`config.mk`:
```
export PLATFORM = sky130hd
export DESIGN_NAME = ps2_frame_receiver
export DESIGN_NICKNAME = d
export VERILOG_FILES = /design/src/rtl/ps2_frame_receiver.sv
export SDC_FILE = /design/constraint.sdc
export NUM_CORES = 1
export LEC_CHECK = 0
export BUFFER_PORTS_ARGS = -buffer_cell sky130_fd_sc_hd__buf_2
export CORE_MARGIN = 2
export CORE_UTILIZATION = 64
export CTS_CLUSTER_SIZE = 14
export DETAILED_ROUTE_END_ITERATION = 10
export PLACE_DENSITY = 0.94
export SYNTH_ARGS = -nofsm -noshare
export SYNTH_HDL_FRONTEND = slang
export SYNTH_SLANG_ARGS = --single-unit
export TNS_END_PERCENT = 100
```
`constraint.sdc`:
```
create_clock -name clk -period 5.15 [get_ports clk]
set_input_delay 0.7725 -clock clk [delete_from_list [all_inputs] [get_ports clk]]
set_output_delay 0.7725 -clock clk [all_outputs]
set_load 0.005 [all_outputs]
```
`src/rtl/ps2_frame_receiver.sv`:
```
// PS/2 device-to-host receiver: synchronises and filters the pad signals, deserialises
// 11-bit frames, checks framing/odd parity and folds E0/F0 prefixes into key flags.
module ps2_frame_receiver #(
  parameter int FILTER_LEN     = 8,
  parameter int TIMEOUT_CYCLES = 100000
) (
  input  logic       clk,
  input  logic       rst,
  input  logic       PS2_CLK,
  input  logic       PS2_DATA,
  output logic [7:0] key_in,
  output logic       is_extend,
  output logic       is_break,
  output logic       valid,
  output logic       err
);

  // state  | meaning
  // IDLE   | waiting for a start bit
  // DATA   | shifting in d0..d7
  // PARITY | capturing the parity bit
  // STOP   | checking the stop bit, frame ends on this fall
  typedef enum logic [1:0] {IDLE, DATA, PARITY, STOP} state_t;

  localparam int FW = $clog2(FILTER_LEN + 1);
  localparam int TW = $clog2(TIMEOUT_CYCLES + 1);

  state_t        state, state_n;
  logic          clk_s1, clk_s2, data_s1, data_s2;
  logic          filt_clk, fall;
  logic [FW-1:0] filt_cnt;
  logic [2:0]    bit_cnt;
  logic [7:0]    shreg, byte_q;
  logic          par_bit;
  logic [TW-1:0] to_cnt;
  logic          frame_end, frame_ok, tmo;
  logic          good_q, bad_q;
  logic          ext_flag, brk_flag;

  always_ff @(posedge clk or posedge rst) begin
    if (rst) begin
      clk_s1   <= 1'b1;
      clk_s2   <= 1'b1;
      data_s1  <= 1'b1;
      data_s2  <= 1'b1;
      filt_clk <= 1'b1;
      filt_cnt <= '0;
      fall     <= 1'b0;
    end else begin
      clk_s1  <= PS2_CLK;
      clk_s2  <= clk_s1;
      data_s1 <= PS2_DATA;
      data_s2 <= data_s1;
      fall    <= 1'b0;
      // Level is accepted only after FILTER_LEN consecutive differing samples
      if (clk_s2 == filt_clk) begin
        filt_cnt <= '0;
      end else if (filt_cnt == FW'(FILTER_LEN - 1)) begin
        filt_cnt <= '0;
        filt_clk <= clk_s2;
        fall     <= ~clk_s2;
      end else begin
        filt_cnt <= filt_cnt + 1'b1;
      end
    end
  end

  always_ff @(posedge clk or posedge rst) begin
    if (rst) state <= IDLE;
    else     state <= state_n;
  end

  always_comb begin
    state_n   = state;
    frame_end = 1'b0;
    frame_ok  = 1'b0;
    tmo       = 1'b0;
    case (state)
      IDLE:   if (fall && !data_s2) state_n = DATA;
      DATA:   if (fall && bit_cnt == 3'd7) state_n = PARITY;
      PARITY: if (fall) state_n = STOP;
      STOP: begin
        if (fall) begin
          state_n   = IDLE;
          frame_end = 1'b1;
          frame_ok  = data_s2 & (^{shreg, par_bit});
        end
      end
      default: state_n = IDLE;
    endcase
    if (state != IDLE && !fall && to_cnt == TW'(TIMEOUT_CYCLES - 1)) begin
      state_n = IDLE;
      tmo     = 1'b1;
    end
  end

  always_ff @(posedge clk or posedge rst) begin
    if (rst) begin
      bit_cnt <= '0;
      shreg   <= '0;
      par_bit <= 1'b0;
      to_cnt  <= '0;
      good_q  <= 1'b0;
      bad_q   <= 1'b0;
      byte_q  <= '0;
    end else begin
      if (fall || state == IDLE) to_cnt <= '0;
      else                       to_cnt <= to_cnt + 1'b1;
      if (fall) begin
        case (state)
          IDLE:    bit_cnt <= '0;
          DATA: begin
            shreg   <= {data_s2, shreg[7:1]};
            bit_cnt <= bit_cnt + 1'b1;
          end
          PARITY:  par_bit <= data_s2;
          default: ;
        endcase
      end
      good_q <= frame_end & frame_ok;
      bad_q  <= (frame_end & ~frame_ok) | tmo;
      byte_q <= shreg;
    end
  end

  always_ff @(posedge clk or posedge rst) begin
    if (rst) begin
      key_in    <= 8'h00;
      is_extend <= 1'b0;
      is_break  <= 1'b0;
      valid     <= 1'b0;
      err       <= 1'b0;
      ext_flag  <= 1'b0;
      brk_flag  <= 1'b0;
    end else begin
      valid     <= 1'b0;
      err       <= 1'b0;
      is_extend <= 1'b0;
      is_break  <= 1'b0;
      if (good_q) begin
        if (byte_q == 8'hE0) begin
          ext_flag <= 1'b1;
        end else if (byte_q == 8'hF0) begin
          brk_flag <= 1'b1;
        end else begin
          key_in    <= byte_q;
          valid     <= 1'b1;
          is_extend <= ext_flag;
          is_break  <= brk_flag;
          ext_flag  <= 1'b0;
          brk_flag  <= 1'b0;
        end
      end else if (bad_q) begin
        err      <= 1'b1;
        ext_flag <= 1'b0;
        brk_flag <= 1'b0;
      end
    end
  end

endmodule

```
==> Yosys cells after proc, flatten, opt, wreduce, memory -nomap -nowiden <==
Index checks and enable logic that the tools add are counted.
W data, S select, Z words.
{ "totals": {"register_bits": 65, "inputBits": 4, "wordCells": 104} }
{ "op_classes": {"addsub": 3, "n_eq_ne": 15, "muxes": 35, "bitwise": 9, "reduce_logical": 20} }
{ "ops": {"columns": ["cell", "count"], "rows": [
  ["$mux W1", 25],
  ["$add A17 B1 Y17 const B", 1],
  ["$eq A17 B17 Y1 const B", 1],
  ["$mux W17", 1],
  ["$eq A8 B8 Y1 const B", 2],
  ["$ne A3 B3 Y1 const B", 5],
  ["$reduce_and A2 Y1", 6],
  ["$mux W2", 5],
  ["$reduce_xor A9 Y1", 1],
  ["$mux W4", 2],
  ["$pmux W2 S4", 1],
  ["$pmux W3 S2", 1],
  ["$reduce_bool A2 Y1", 3],
  ["$not A1 Y1", 5],
  ["$add A4 B1 Y4 const B", 1],
  ["$eq A2 B2 Y1 const B", 2],
  ["$eq A4 B3 Y1 const B", 1],
  ["$logic_and A1 B1 Y1", 4],
  ["$reduce_and A4 Y1", 1],
  ["$add A3 B1 Y3 const B", 1],
  ["$and A1 B1 Y1", 3],
  ["$eq A3 B3 Y1 const B", 1],
  ["$reduce_and A3 Y1", 1],
  ["$eq A2 B1 Y1 const B", 1],
  ["other kinds (6)", 7]
]} }

==> Logic depth before layout (Yosys ltp) <==
Gate-level depths: netlist (run 1).
{ "depth": {"word_depth": 7, "depth_mapped": 7, "mapped_depth_nobuf": 7} }

==> Worst setup path after synthesis (run 1) <==
No wires, ideal clock.
{ "synth_path": {"path_kind": "register to register", "startpoint": "reg state[0]", "endpoint": "reg state[0]", "setup_ns": 0.127, "t_arrival_ns": 1.744, "t_required_ns": 5.023, "path_slack_ns": 3.279, "path_stages_with_launch": 8, "period_less_slack_ns": 1.871, "cell_sequence": "dfrtp_1 -> inv_1 -> ha_1 -> or2_1 -> buf_12 -> or4_4 -> a21boi_2 -> o22ai_1"} }
{ "synth_via": {"elab_chain_len": 5} }
{ "synth_lines": {"columns": ["item", "line", "text"], "rows": [
  ["start, declared", "28", "state_t state, state_n;"],
  ["start signal, assigned", "70", "else state <= state_n;"],
  ["$reduce_bool A2 Y1", "91", "if (state != IDLE && !fall && to_cnt == TW'(TIMEOUT_CYCLES - 1)) begin"],
  ["$logic_and A1 B1 Y1 (2 in a row)", "91", null],
  ["$ne A3 B3 Y1 (no source line)", null, null],
  ["$reduce_and A4 Y1 (no source line)", null, null]
]} }
Several ways; a longest one is shown, not always the timed one.
A chain may end at the register's enable or synchronous reset.

==> Worst setup path after layout (run 1) <==
Same ends and word-level chain as after synthesis.

==> impl_metrics.yaml, run 1 <==
layout:
  final_core_util: 0.7595
  antenna_cells: 0
  layout-drive-gt1-share: 0.2053
  nets: 270
  syn_to_final_growth_pct: 12.72
die:
  rows: 23
  io_pins: 16
  die_area_um2: 4811
  fp.coreArea_um2: 4058
  die_x_um: 69.36
  dieHeight_um: 69.36
  start_util: 0.6738
clock_network:
  cts_hold_buf: 0
  cts.clk_slew.worst_paths_ps: 70
  htreeDepth: 3
  cts_tree: "yes"
  root_buffer: "clkbuf_8"
  clk_latency_ps: 330
  clock-sinks: 65
  clock_path_buffers: 2
  cts_setup_buffers: 0
  numCtsBuffers: 9
  cts_resized: 0
drt:
  drc: 0
  drt_iter0_markers: 145
  vias: 1767
  avgViaCountPerCell: 5.645
  firstDrtPassIters: 4
  wl_per_cell_um: 15.25
  drt-total-wl_um: 4773
  ant_nets: 0
timing:
  setup_viol: 0
  finalHoldViolCount: 0
  fmax_ghz: 0.4574
  fin_skew_ps: 5.453
  report.final.slew_viol_count: 0
  grt_setup_unrepaired: "no"
  post-route-period-util: 0.4245
  maxSlewHeadroom: 0.4891
  tightestPinTransition_ps: 766.3
  finalCriticalPeriod_ps: 2186
  fin_setup_tns_ps: 0
pwr:
  p_leak_uw: 0.001527
  power.density_nw_per_um2: 407.2
  ir_worst_vdd_v: 0.0002882
setup_path:
  cp_max_fo: 19
  end_kind: "flip-flop"
  rr_worst_depth: 6
  r2r_start: "state[0]"
  start_kind: "flip-flop"
  worstPathCellList: "inv_1 -> ha_1 -> or2_1 -> or4_4 -> a21boi_2 -> o22ai_1"
  required_ps: 5360
  worst_ep_arrival_time_ps: 2400
  cp_slowest_cell: "or4_4"
  critPathLaunch: "state[0]"
  crit_type: "flip-flop to flip-flop"
  critPathMaxStageDelay_ps: 590
status:
  outcome: "finished clean"
logic_synthesis:
  post_synth_num_cell_types: 40
  syn_avg_cell_area_um2: 11.58
  syn_area_um2: 2734
  yosys_warnings: 0
  syn_nets: 248
  synth_edf_count: 0
  synthFlopType: "dfrtp_1"
  postSynth.asyncResetShare: 1.000
  synth_seq_cells: 65
  synth.yosys.seq_area_share: 0.5973
  syn_inst: 236
run:
  drv_cap: 0
grt:
  grt_usage: 0.2203
  grt_pass1_vias: 1763
  grt-ovfl-total: 0
  grt_antenna_before_repair: 0
  grt_start_max_net_pins: 66
  grt_pass1_wl_um: 8176
hold_path:
  min_path_type: "flip-flop to flip-flop"
  whs_path_depth: 0
  hold_start: "data_s1"
place:
  hpwl_um: 2753
  routabilityCongestion: 0.8142
  portBuffers: 15
[worst paths after layout]
kind / to / slack [ps]
min in group asynchronous: is_extend / 650
hold / removal: data_s2 / 350
setup / recovery: state[0] / 2960
max in group asynchronous: to_cnt[5] / 3990
hold reg to reg: data_s2 / 350
setup reg to reg: state[0] / 2960
[layout make-up]
cell class / instances / area [um2]
Clock buffer: 12 / 165.2
Clock inverter: 4 / 73.82
Fill cell: 243 / 975.9
Inverter: 12 / 45.04
Multi-Input combinational cell: 154 / 1020
Sequential cell: 65 / 1633
Tap cell: 50 / 62.56
Timing Repair Buffer: 16 / 82.58
[power breakdown]
group | total, uW | internal (uW) | switching (uW)
logic | 173 | 64.0 | 109
clock network | 504 | 312 | 191
registers | 578 | 548 | 30.0
[critical path: cells and delay by family (launching register included)]
kind / cells / cell delay (ps)
buf+inv: 1 / 90
simple gates: 2 / 1070
compound gates: 2 / 260
fa+ha+maj: 1 / 250
flops: 1 / 390
[registers in the layout, summed over array words and instances, names as in the netlist, 2 cells and up]
name,cells
to_cnt,17
byte_q,8
key_in,8
shreg,8
filt_cnt,4
bit_cnt,3
state,2
[kinds of logic after synthesis]
| family | Yosys count | share of synthesized area |
|---|---|---|
| AO/OA/AOI/OAI | 21 | 0.05264 |
| XOR/XNOR | 23 | 0.07872 |
| adder cells (fa/ha/maj) | 8 | 0.03661 |
| buffers and inverters | 17 | 0.02975 |
| flip-flops | 65 | 0.5973 |
| multiplexers | 10 | 0.04119 |
| AND/OR/NAND/NOR | 92 | 0.1638 |
[stage by stage]
stage / std cells / setup WS (ps) / hold WS, ps / area [um2] / power [uW]
3_5_place_dp: 297 / 3022 / 347.6 / 2843 / 752.9
2_1_floorplan: 236 / 2759 / 345.2 / 2734 / 736.5
4_1_cts: 313 / 2973 / 358.0 / 3082 / 1257
3_3_place_gp: 297 / 3102 / 346.4 / 2843 / 741.5
5_1_grt: 313 / 2860 / 364.5 / 3082 / 1314
6_report: 313 / 2964 / 354.7 / 3082 / 1255
[placed cells by master, fill, tap and decap left out, types with 2 or more instances in the layout]
master,Yosys,final
mux2_1,2,2
nor3b_1,2,2
nand2_1,29,29
bufinv_16,0,2
buf_2,1,15
a32o_1,2,2
and3_1,2,2
o21ai_1,3,3
inv_2,2,3
nor4b_2,2,2
or3_1,2,2
nand4_1,4,4
ha_1,8,8
xor2_1,8,8
dfstp_2,5,5
inv_1,10,9
nand3_1,9,9
nor2b_1,3,3
a21oi_1,6,6
nor2_1,27,27
mux2_2,8,8
and2_1,2,2
clkbuf_8,0,12
nor3_1,4,4
xnor2_1,14,14
o21ai_0,4,4
dfrtp_1,60,60
[cells in the mapped netlist (2+ instances only)]
cell | instances | area, um2
dfrtp_1 | 60 | 1501
nand2_1 | 29 | 108.9
nor2_1 | 27 | 101.4
xnor2_1 | 14 | 122.6
inv_1 | 10 | 37.54
nand3_1 | 9 | 45.04
ha_1 | 8 | 100.1
mux2_2 | 8 | 90.09
xor2_1 | 8 | 70.07
a21oi_1 | 6 | 30.03
dfstp_2 | 5 | 131.4
nand4_1 | 4 | 25.02
nor3_1 | 4 | 20.02
o21ai_0 | 4 | 20.02
clkbuf_1 | 3 | 11.26
nor2b_1 | 3 | 18.77
o21ai_1 | 3 | 15.01
a32o_1 | 2 | 20.02
and2_1 | 2 | 12.51
and3_1 | 2 | 12.51
inv_2 | 2 | 7.510
mux2_1 | 2 | 22.52
nor3b_1 | 2 | 15.01
nor4b_2 | 2 | 30.03
or3_1 | 2 | 12.51
[metal layers]
metal  GRT usage  vias to the layer above  share of wire
met4      0.1176                        0          0.018
met1      0.2804                      856           0.44
met2      0.3515                       63           0.49
met5           0                        -              0
met3     0.05233                       10          0.057
li1            -                      838              -
Power figures use the tool's default switching activity.
==> run 2, diff against run 1 <==
--- a/config.mk
+++ b/config.mk
@@ -5,12 +5,13 @@
 export SDC_FILE = /design/constraint.sdc
 export NUM_CORES = 1
 export LEC_CHECK = 0
+export ABC_AREA = 1
 export BUFFER_PORTS_ARGS = -buffer_cell sky130_fd_sc_hd__buf_2
 export CORE_MARGIN = 2
-export CORE_UTILIZATION = 64
+export CORE_UTILIZATION = 54
 export CTS_CLUSTER_SIZE = 14
 export DETAILED_ROUTE_END_ITERATION = 10
-export PLACE_DENSITY = 0.94
+export PLACE_DENSITY = 0.86
 export SYNTH_ARGS = -nofsm -noshare
 export SYNTH_HDL_FRONTEND = slang
 export SYNTH_SLANG_ARGS = --single-unit
==> constraint.sdc (replaced) <==
create_clock -name clk -period 2 [get_ports clk]
set_input_delay 0.3 -clock clk [delete_from_list [all_inputs] [get_ports clk]]
set_output_delay 0.3 -clock clk [all_outputs]
set_load 0.005 [all_outputs]
==> run 2 against run 1 <==
Against the previous run: register-to-register slack lost 2600 ps; total power grew 140%; routed wire length grew 1.5%; maximum frequency grew 38%; largest power group unchanged; core utilization shrank 13 points; synthesized area grew 4.4%; die area grew 22%; final cell count grew 32%; clock skew grew 0.99 ps; global-route usage shrank 3.5 points.
==> impl_metrics.yaml, run 2 <==
setup_path:
  cp_slowest_cell: "o31ai_1"
  r2r_start: "state[1]"
  critPathLaunch: "state[1]"
  critPathCapture: "state[1]"
  worst_ep_arrival_time_ps: 1820
  required_ps: 2230
  rr_endpoint: "state[1]"
  worstPathCellList: "inv_1 -> ha_1 -> o31ai_1 -> inv_1 -> nand2_1 -> nand2_1 -> nand2_1 -> nand2_1"
  critPathMaxStageDelay_ps: 410
  crit_type: "flip-flop to flip-flop"
  rr_worst_depth: 8
  cp_max_fo: 6
  r2r_slack_ps: 410
  start_kind: "flip-flop"
  cp_common_cell: "nand2_1"
  end_kind: "flip-flop"
logic_synthesis:
  synth.area.top_cells: "dfrtp_1 (53%), nand2_1 (11%), inv_1 (5.0%)"
  postSynth.asyncResetShare: 1.000
  synth_top_area_share: 0.5261
  yosysMostFrequentCell: "nand2_1"
  synth_seq_cells: 65
  yosys_warnings: 0
  post_synth_num_cell_types: 31
  syn_avg_cell_area_um2: 9.089
  synth_common_cells: "nand2_1 (82), dfrtp_1 (60), inv_1 (38)"
  synth_area_leader_cell: "dfrtp_1"
  synthFlopType: "dfrtp_1"
  synth_edf_count: 0
  syn_area_um2: 2854
  synth.yosys.seq_area_share: 0.5721
  syn_nets: 326
  syn_inst: 314
grt:
  grt_usage: 0.1857
  grt_pass1_wl_um: 8535
  grt_antenna_before_repair: 0
  grt-ovfl-total: 0
  grt_start_max_net_pins: 52
  grt_pass1_vias: 2076
drt:
  wl_per_cell_um: 11.70
  avgViaCountPerCell: 5.031
  ant_nets: 0
  vias: 2083
  firstDrtPassIters: 4
  drt-total-wl_um: 4845
  drc: 0
  drt_iter0_markers: 177
hold_path:
  min_path_type: "input pin to flip-flop"
  whs_path_depth: 1
timing:
  finalHoldViolCount: 0
  setup_viol: 0
  tightestPinTransition_ps: 402.7
  fmax_ghz: 0.6302
  post-route-period-util: 0.7934
  hold_ws_ps: 54.80
  fin_setup_tns_ps: 0
  finalCriticalPeriod_ps: 1587
  fin_skew_ps: 6.442
  maxSlewHeadroom: 0.7293
  report.final.slew_viol_count: 0
  grt_setup_unrepaired: "no"
place:
  hpwl_um: 3433
  placed_cell_area_um2: 3017
  portBuffers: 15
  routabilityCongestion: 0.8891
layout:
  antenna_cells: 0
  layout-drive-gt1-share: 0.1657
  nets: 351
  syn_to_final_growth_pct: 12.36
  seqCellArea_um2: 1633
  fillCellCount: 416
  top_register: "to_cnt"
  stdcell_area_um2: 3207
  final_common_cell: "nand2_1"
  final_cell_mix: "nand2_1 (82), dfrtp_1 (60), inv_1 (37)"
  largest_reg_flops: 17
  multi_input_area_um2: 1032
clock_network:
  htreeDepth: 3
  cts_tree: "yes"
  clk_latency_ps: 340
  cts.clk_slew.worst_paths_ps: 70
  clock-sinks: 65
  root_buffer: "clkbuf_8"
  numCtsBuffers: 9
  cts_resized: 0
  clock_path_buffers: 2
pwr:
  power.density_nw_per_um2: 935.4
  ir_worst_vdd_v: 0.0005077
  seqPwrFrac: 0.493
  p_clk_frac: 0.330
  swShare: 0.3020
  p_leak_uw: 0.001624
  total_power_uw: 3000
  switchingPower_uw: 906.0
  combPwrFrac: 0.176
  intPower_uw: 2094
die:
  die_area_um2: 5883
  rows: 26
  start_util: 0.5588
  io_pins: 16
  die_x_um: 76.70
  dieHeight_um: 76.70
  fp.coreArea_um2: 5107
run:
  drv_cap: 0
status:
  outcome: "finished clean"
==> run 2: changes by cell type after synthesis, moves of 6 or more <==
cell / before / now
xnor2_1: 14 / 4
inv_1: 10 / 38
mux2_2: 8 / 1
o21ai_0: 4 / 18
nand2_1: 29 / 82
a21oi_1: 6 / 12
==> run 2: critical path, delay by kind of cell (launching register included) <==
kind	cells	cell delay, ps
AO/OA/AOI/OAI	1	410
adder cells (fa/ha/maj)	1	250
buffers and inverters	2	160
flip-flops	1	390
AND/OR/NAND/NOR	4	270
==> run 2: logic make-up (layout without fill, tap and decap cells) <==
family / Yosys count / in the layout / share of synthesized area
simple gates: 149 / 149 / 0.2302
fa+ha+maj: 8 / 8 / 0.03507
buf+inv: 47 / 77 / 0.06620
mux: 1 / 1 / 0.003945
flops: 65 / 65 / 0.5721
compound gates: 34 / 34 / 0.06182
xor+xnor: 10 / 10 / 0.03069
==> run 2: power groups by stage <==
stage	clock, uW	sequential, uW	combinational [uW]
after floorplan	0	1490	399
after global placement	0	1500	496
after detailed placement	0	1510	528
after CTS	1010	1480	534
after global routing	1080	1500	608
final	991	1480	529
==> run 2: what timing repair did <==
| item | in CTS | in global routing |
|---|---|---|
| hold endpoints to repair | 14 | 0 |
| setup buffers | 0 | 0 |
| hold buffers | 1 | 0 |
==> run 2: worst min path at each step <==
| stage | startpoint | endpoint | slack [ps] |
|---|---|---|---|
| after floorplan | PS2_CLK | clk_s1 | 300 |
| after CTS | PS2_DATA | data_s1 | 40 |
| final | PS2_DATA | data_s1 | 50 |
| after global placement | rst | err | 270 |
| after global routing | PS2_CLK | clk_s1 | 30 |
| after detailed placement | rst | err | 270 |
==> run 2: final cells by class <==
class                      instances  area share
multi-input combinational        202      0.3219
clock buffer                      10     0.04292
clock inverter                     6     0.01327
sequential                        65      0.5092
timing repair buffer              18     0.03512
inverter                          43     0.05033
tap                               70     0.02731
==> run 2: through the flow <==
step	instances	setup WS [ps]	util
finish	414	413.2	0.6279
global route	414	198.4	0.6279
CTS	414	411.4	0.6279
detailed placement	397	420.7	0.5906
global placement	397	511.7	0.5906
floorplan	314	81.82	-
==> run 2: metal layers <==
| metal | wire length [um] | track usage | up-vias |
|---|---|---|---|
| li1 | - | - | 1044 |
| met2 | 2450 | 0.3132 | 56 |
| met4 | 86 | 0.09273 | 0 |
| met3 | 211 | 0.06353 | 8 |
| met1 | 2097 | 0.2098 | 975 |
| met5 | 0 | 0 | - |
==> run 3, diff against run 2 <==
--- a/config.mk
+++ b/config.mk
@@ -5,7 +5,7 @@
 export SDC_FILE = /design/constraint.sdc
 export NUM_CORES = 1
 export LEC_CHECK = 0
-export ABC_AREA = 1
+export ABC_AREA = 0
 export BUFFER_PORTS_ARGS = -buffer_cell sky130_fd_sc_hd__buf_2
 export CORE_MARGIN = 2
 export CORE_UTILIZATION = 54
==> constraint.sdc (replaced) <==
create_clock -name clk -period 1.33 [get_ports clk]
set_input_delay 0.1995 -clock clk [delete_from_list [all_inputs] [get_ports clk]]
set_output_delay 0.1995 -clock clk [all_outputs]
set_load 0.005 [all_outputs]
==> run 3 against run 2 <==
Against the previous run: the flow now finishes with violations (setup timing); die area fell by 4.0%; final cell count fell by 6.0%; combinational power rose to 2.6 times the previous value; hold slack improved by 300 ps; total power rose by 72%; largest power group unchanged; critical path depth fell by 2.
==> impl_metrics.yaml, run 3 (synthesis gave the netlist of run 1 again) <==
status:
  failed_checks: "setup timing"
  outcome: "finished, violations left"
setup_path:
  r2r_slack_ps: -370
  crit_type: "flip-flop to flip-flop"
  required_ps: 1550
  end_kind: "flip-flop"
  worst_ep_arrival_time_ps: 1920
  start_kind: "flip-flop"
  cp_slowest_cell: "or4_4"
  worstPathCellList: "inv_2 -> ha_4 -> or2_4 -> or4_4 -> a21boi_2 -> o22ai_1"
  cp_max_fo: 2
  critPathMaxStageDelay_ps: 490
grt:
  grt-ovfl-total: 0
  grt_usage: 0.2409
  grt_pass1_vias: 2164
  grt_antenna_before_repair: 0
  grt_pass1_wl_um: 9784
  grt_start_max_net_pins: 28
place:
  portBuffers: 15
  place_ws_ps: -440.9
  place_inst: 360
  routabilityCongestion: 0.7899
  hpwl_um: 3624
timing:
  fin_ws_ps: -368.1
  post-route-period-util: 1.277
  finalCriticalPeriod_ps: 1698
  tightestPinTransition_ps: 459.5
  maxSlewHeadroom: 0.6930
  grt_setup_unrepaired: "yes"
  fmax_ghz: 0.5889
  setup_viol: 23
  finalHoldViolCount: 0
  report.final.slew_viol_count: 0
  fin_skew_ps: 10.58
die:
  die_x_um: 75.15
  io_pins: 16
  dieHeight_um: 75.15
  rows: 25
  fp.coreArea_um2: 4817
  start_util: 0.5675
  die_area_um2: 5648
pwr:
  ir_worst_vdd_v: 0.0007966
  p_clk_frac: 0.302
  seqPwrFrac: 0.432
  switchingPower_uw: 1492
  swShare: 0.2892
  combPwrFrac: 0.267
  p_leak_uw: 0.001928
  power.density_nw_per_um2: 1372
  intPower_uw: 3668
run:
  drv_cap: 0
layout:
  final_cell_mix: "dfrtp_1 (60), buf_4 (50), nand2_1 (26)"
  antenna_cells: 0
  instances_no_fill: 389
  nets: 330
  fillCellCount: 286
  final_common_cell: "dfrtp_1"
  syn_to_final_growth_pct: 37.62
  top_register: "to_cnt"
  layout-drive-gt1-share: 0.4130
  largest_reg_flops: 17
  final_core_util: 0.7810
clock_network:
  htreeDepth: 3
  clock_path_buffers: 2
  numCtsBuffers: 9
  root_buffer: "clkbuf_8"
  cts_tree: "yes"
  cts.clk_slew.worst_paths_ps: 70
  clock-sinks: 65
  clk_latency_ps: 340
drt:
  drc: 0
  drt_iter0_markers: 138
  vias: 2129
  firstDrtPassIters: 4
  avgViaCountPerCell: 5.473
  wl_per_cell_um: 16.11
  drt-total-wl_um: 6267
  ant_nets: 0
hold_path:
  min_path_type: "flip-flop to flip-flop"
[run 3: cell types whose count changed in the layout (fill, tap and decap cells not counted), sizes merged, moves of 4 or more]
cell | before | now
nor2 | 31 | 27
inv | 44 | 11
buf | 17 | 72
a21oi | 12 | 6
o21ai | 19 | 7
nor3 | 8 | 4
xnor2 | 4 | 14
nand4 | 8 | 4
nand2 | 86 | 30
mux2 | 1 | 10
[run 3: worst paths after layout]
check / start / end / depth (start not counted)
worst max-delay path: state[1] / state[0] / 6
worst min-delay path: data_s1 / data_s2 / 0
worst max register to register: state[1] / state[0] / 6
worst min register to register: data_s1 / data_s2 / 0
max in group asynchronous: rst / key_in[4] / 4
min in group asynchronous: rst / byte_q[0] / 3
[run 3: metrics by stage]
step	instance area, um2	TNS (ps)	power, uW	hold slack [ps]
2_1_floorplan	2814	-1669	2915	204.0
3_3_place_gp	3292	-2811	3244	239.1
3_5_place_dp	3292	-3387	3305	244.6
4_1_cts	3652	-2923	5052	359.0
5_1_grt	3762	-5765	5444	357.9
6_report	3762	-4283	5161	357.2
[run 3: final cells by class]
class / instances / area [um2] / share of cell area
flip-flops and latches: 65 / 1633 / 0.4340
clock buffers: 12 / 135.1 / 0.03592
well taps: 67 / 83.83 / 0.02228
inverters: 12 / 48.80 / 0.01297
repair buffers: 75 / 568.0 / 0.1510
multi-input cells: 155 / 1251 / 0.3326
clock inverters: 3 / 42.54 / 0.01131
[run 3: critical path: cells and delay by family, from the launching register on]
family                     cells  cell delay [ps]
AOI/OAI and AO/OA              2              250
buffers and inverters          1               70
adders and majority gates      1              160
DFF                            1              370
and+or+nand+nor                2              730
[run 3: per-layer routing]
layer  up-vias  wire (um)  global-route usage  part of all wire
met4         0        193              0.1345             0.031
met5         -          0                   0                 0
met3        18        256             0.06560             0.041
met1      1098       2379              0.2760              0.38
met2        58       3437              0.4084              0.55
li1        955          -                   -                 -
[run 3: power by group through the flow]
| stage | sequential, uW | clock [uW] | combinational [uW] |
|---|---|---|---|
| global placement | 2250 | 0 | 999 |
| global route | 2250 | 1690 | 1500 |
| finish | 2230 | 1560 | 1380 |
| CTS | 2220 | 1580 | 1250 |
| floorplan | 2250 | 0 | 663 |
| detailed placement | 2260 | 0 | 1050 |
[run 3: what timing repair did]
action,in CTS,in global routing
pin swaps,19,19
resized for setup,20,20
setup buffers,8,5
endpoints found under the setup margin,25,29
gates cloned,1,0
hold buffers,3,0
endpoints found under the hold margin,15,0
